`src/rtl/seg7_hex_scan.sv`:
```
// Multiplexed hex seven-segment driver. It snapshots din once per frame so
// that a frame never shows digits from two different values. It then scans
// the digits with active-low anodes and segments. Each digit slot begins with
// one all-dark cycle, so the previous digit does not ghost onto the next anode.

// Single-digit decoder: nibble to active-low {g,f,e,d,c,b,a}. It also handles
// leading-zero blanking. POS==0 is the least significant digit, which always
// stays visible.
module seg7_hex_scan_digit #(
    parameter int POS = 0
) (
    input  logic [3:0] nib,
    input  logic       upper_zero,
    input  logic       blank_lz,
    output logic [6:0] seg
);
    logic [6:0] raw;

    // hex glyph lookup
    always_comb begin
        raw = 7'h7F;
        case (nib)
            4'h0: raw = 7'h40;
            4'h1: raw = 7'h79;
            4'h2: raw = 7'h24;
            4'h3: raw = 7'h30;
            4'h4: raw = 7'h19;
            4'h5: raw = 7'h12;
            4'h6: raw = 7'h02;
            4'h7: raw = 7'h78;
            4'h8: raw = 7'h00;
            4'h9: raw = 7'h10;
            4'hA: raw = 7'h08;
            4'hB: raw = 7'h03;
            4'hC: raw = 7'h46;
            4'hD: raw = 7'h21;
            4'hE: raw = 7'h06;
            4'hF: raw = 7'h0E;
            default: raw = 7'h7F;
        endcase
    end

    assign seg = (POS != 0 && blank_lz && upper_zero) ? 7'h7F : raw;
endmodule

module seg7_hex_scan #(
    parameter int DATA_WIDTH = 16,
    parameter int CLK_DIV    = 50000
) (
    input  logic                    clk,
    input  logic                    rst_n,       // active-high, asynchronous
    input  logic [DATA_WIDTH-1:0]   din,
    input  logic                    hold,
    input  logic                    blank_lz,
    output logic [DATA_WIDTH/4-1:0] an,
    output logic [6:0]              seg,
    output logic                    dp,
    output logic                    frame_done
);
    localparam int DIGITS = DATA_WIDTH / 4;
    localparam int PW     = $clog2(CLK_DIV);
    localparam int IW     = (DIGITS > 1) ? $clog2(DIGITS) : 1;

    logic [PW-1:0]              presc;
    logic [IW-1:0]              idx;
    logic [DATA_WIDTH-1:0]      snap;
    logic                       tick;
    logic                       last_dig;
    logic [DIGITS-1:0][6:0]     dig_seg;

    assign tick     = (presc == PW'(CLK_DIV - 1));
    assign last_dig = (idx == IW'(DIGITS - 1));

    // One decoder per digit. Each decoder sees whether every nibble from its
    // position upward is zero.
    for (genvar i = 0; i < DIGITS; i++) begin : g_dig
        seg7_hex_scan_digit #(.POS(i)) u_dig (
            .nib        (snap[4*i +: 4]),
            .upper_zero (~|snap[DATA_WIDTH-1:4*i]),
            .blank_lz   (blank_lz),
            .seg        (dig_seg[i])
        );
    end

    // slot prescaler and digit index
    always_ff @(posedge clk or posedge rst_n) begin
        if (rst_n) begin
            presc <= '0;
            idx   <= '0;
        end else begin
            presc <= tick ? '0 : presc + PW'(1);
            if (tick)
                idx <= last_dig ? '0 : idx + IW'(1);
        end
    end

    // frame-boundary snapshot and frame pulse; hold freezes the snapshot
    always_ff @(posedge clk or posedge rst_n) begin
        if (rst_n) begin
            snap       <= '0;
            frame_done <= 1'b0;
        end else begin
            frame_done <= tick && last_dig;
            if (tick && last_dig && !hold)
                snap <= din;
        end
    end

    // registered display outputs: dark on tick cycles, current digit otherwise
    always_ff @(posedge clk or posedge rst_n) begin
        if (rst_n) begin
            an  <= '1;
            seg <= 7'h7F;
            dp  <= 1'b1;
        end else if (tick) begin
            an  <= '1;
            seg <= 7'h7F;
            dp  <= 1'b1;
        end else begin
            an  <= ~(DIGITS'(1) << idx);
            seg <= dig_seg[idx];
            dp  <= ~(idx == '0 && hold);
        end
    end
endmodule
```
`config.mk`:
```
export PLATFORM = sky130hd
export DESIGN_NAME = seg7_hex_scan
export DESIGN_NICKNAME = d
export VERILOG_FILES = /design/src/rtl/seg7_hex_scan.sv
export SDC_FILE = /design/constraint.sdc
export NUM_CORES = 1
export LEC_CHECK = 0
export BUFFER_PORTS_ARGS = -buffer_cell sky130_fd_sc_hd__buf_2
export CAP_MARGIN = 20
export CORE_ASPECT_RATIO = 1.1
export CORE_MARGIN = 5
export CORE_UTILIZATION = 60
export CTS_CLUSTER_SIZE = 20
export DETAILED_ROUTE_END_ITERATION = 12
export PLACE_DENSITY = 0.81
export SYNTH_ARGS = -nofsm -noshare
export SYNTH_HDL_FRONTEND = slang
export SYNTH_HIERARCHICAL = 1
export SYNTH_SLANG_ARGS = --single-unit
```
`constraint.sdc`:
```
create_clock -name clk -period 2.4 [get_ports clk]
set_input_delay 0.48 -clock clk [delete_from_list [all_inputs] [get_ports clk]]
set_output_delay 0.48 -clock clk [all_outputs]
set_load 0.05 [all_outputs]
```
==> key figures <==
Outcome
  • Outcome: finished, final reports clean

Power and ir drop
  • Static Leak: 0.00167 uW
  • Sequential fraction of design power: 53.3%
  • Switching part of the total: 21.6%
  • Cell-internal power: 1170 uW
  • Pwr per Cell Area: 394 mW/mm2
  • Switching pwr: 322 uW
  • Worst ir drop on vdd: 0.341 mV
  • Share of total power in combinational logic: 4.7%
  • Total power: 1490 uW
  • Clock share of power: 42.0%

Final layout
  • P&R area growth vs syn: 13.0%
  • Fill cell count: 407
  • Layout cells sized above 1: 30.1%
  • Ant diodes: 0
  • Final nets: 397
  • Post-route cell area: 0.00378 mm2

CTS
  • Num CTS Buffers: 5
  • Clk root buf: clkbuf_8
  • CTS tree: yes
  • H-tree depth: 2
  • Clock sink count: 47
  • Quantity of hold-fixing buffers added after cts: 0
  • Setup bufs post-CTS: 0
  • Post_cts resized: 0
  • Clock-pin slew on the worst setup and hold paths: 90 ps
  • Worst skew pair latency: 300 ps
  • CTS max path bufs: 2

STA
  • Final setup violation count: 0
  • Worst-Margin Slew: 513 ps
  • Worst Skew: 5.45 ps
  • Final min period: 2280 ps
  • Max Freq: 438 MHz
  • Final setup margin: 116 ps
  • Setup TNS: 0 ps
  • Pins Over Slew Limit: 0
  • RSZ-0062 raised after global routing: no
  • Endpoints failing hold: 0
  • Slew HR: 65.5%
  • Fin crit share: 95.2%

Global route
  • Pin count of the biggest net entering global routing: 29
  • Initial antenna violation count: 0
  • Met1 usage: 27.4%
  • Remaining Overflow, GRT: 0
  • Number of global-route vias before repair: 2,554
  • First-pass GRT wire length: 12,100 um
  • Met3 usage: 4.18%
  • Met2 usage: 37.5%
  • GR peak layer: met2
  • Overall global routing resource usage: 21.8%

Die
  • Die Ht: 88.3 um
  • Starting Density: 61.9%
  • # rows: 28
  • Die area: 0.00716 mm2
  • Chip Width: 81.2 um
  • I/O pin cnt: 33
  • Area of the core: 0.00540 mm2

Setup path
  • Critical Path, Cell by Cell: inv_1 -> ha_1 -> mux2_1 -> a221o_1 -> mux4_2 -> or2_2
  • CP max stage delay: 490 ps
  • Crit-path max FO: 8
  • Crit path DAT: 2520 ps
  • Crit path required time: 2640 ps
  • Startpoint Class: flop
  • CP endpoint kind: flop
  • WS Path Type: flop to flop
  • Slowest stage cell, crit path: dfrtp_1

Logic synthesis
  • Cells after synthesis: 301
  • Syn nets: 354
  • Yosys warns: 6
  • Cell Area, Synth: 0.00334 mm2
  • Synth Area per Inst: 11.1 um2

Placement
  • Place WS: 132 ps
  • DP Wirelength: 5180 um
  • Gpl congestion: 0.865
  • # port buffers: 32
  • DP Area: 0.00364 mm2

Drt
  • Via count: 2,531
  • Via density: 6.03
  • Antenna Nets Post-Route: 0
  • Drt first pass iters: 4
  • Routed WL: 7230 um
  • DRC: 0
  • DR WL/cell: 17.2 um
  • DR iter-0 viols: 128

Job
  • Max-cap viol count: 0

Min path
  • Worst hold path type: input pin to asynchronous set/reset pin
## worst max-delay path: cells and delay by family, from the launching register on
family                     cells  cell delay (ps)
muxes                          2              790
DFF                            1              490
AOI/OAI and AO/OA              1              290
and+or+nand+nor                1              280
adders and majority gates      1              230
buffers and inverters          1              140
## flip-flops by register name, indices dropped and copies added (netlist names)
name	flops
dp	1
presc	16
frame_done	1
seg	7
an	4
snap	16
idx	2
## final cells by class
| cell class | count | area [um2] | share of cell area [%] |
|---|---|---|---|
| Sequential cell | 47 | 1190 | 31.5 |
| Tap cell | 75 | 93.8 | 2.48 |
| Inverter | 16 | 60.1 | 1.59 |
| Clock inverter | 2 | 38.8 | 1.03 |
| Timing Repair Buffer | 51 | 328 | 8.68 |
| Clock buffer | 6 | 82.6 | 2.19 |
| Multi-Input combinational cell | 223 | 1980 | 52.5 |
## cell usage in the layout (no fill, tap or decap), types with 5 or more instances in the layout
| cell type | n |
|---|---|
| xor2_1 | 6 |
| mux2_1 | 6 |
| mux2_4 | 10 |
| nor3_1 | 10 |
| inv_1 | 15 |
| dfstp_2 | 12 |
| o21ai_0 | 5 |
| or2_2 | 7 |
| nand4_1 | 6 |
| xnor2_1 | 7 |
| a32oi_1 | 6 |
| nand2_1 | 16 |
| nor2_1 | 15 |
| mux2_2 | 7 |
| dfrtp_1 | 35 |
| nand3b_1 | 5 |
| mux2i_1 | 13 |
| buf_2 | 32 |
| buf_4 | 17 |
| nand2b_1 | 10 |
| ha_1 | 33 |
| mux4_2 | 7 |
| clkbuf_8 | 6 |
| a221o_1 | 6 |
## layer usage
layer | share of wire, % | up-vias
met4 | 1.8 | 0
met3 | 6.2 | 16
met2 | 52 | 103
met1 | 40 | 1231
li1 | - | 1181
met5 | 0 | -
## power groups by stage
stage	combinational, uW	clock, uW	sequential (uW)
after detailed placement	66.8	0	809
after CTS	67.3	634	794
final	70.0	626	794
after floorplan	30.8	0	812
after global placement	64.8	0	809
after global routing	77.9	668	794
## stage by stage
stage	cells	util, %	hold WS (ps)
after floorplan	301	-	450
after global placement	411	67.4	476
after detailed placement	411	67.4	486
after CTS	419	69.6	283
after global routing	420	70.0	180
final	420	70.0	173
## worst paths after layout
| path | from | endpoint | slack [ps] | cells past startpoint |
|---|---|---|---|---|
| max | snap[13] | seg[5] | 120 | 6 |
| min | rst_n | presc[6] | 170 | 3 |
| max reg2reg | snap[13] | seg[5] | 120 | 6 |
| min reg2reg | presc[15] | presc[15] | 500 | 1 |
| max in group asynchronous | rst_n | seg[0] | 1770 | 4 |
| min in group clk | hold | dp | 330 | 2 |
Note: power is estimated with default switching activity, not from simulation.
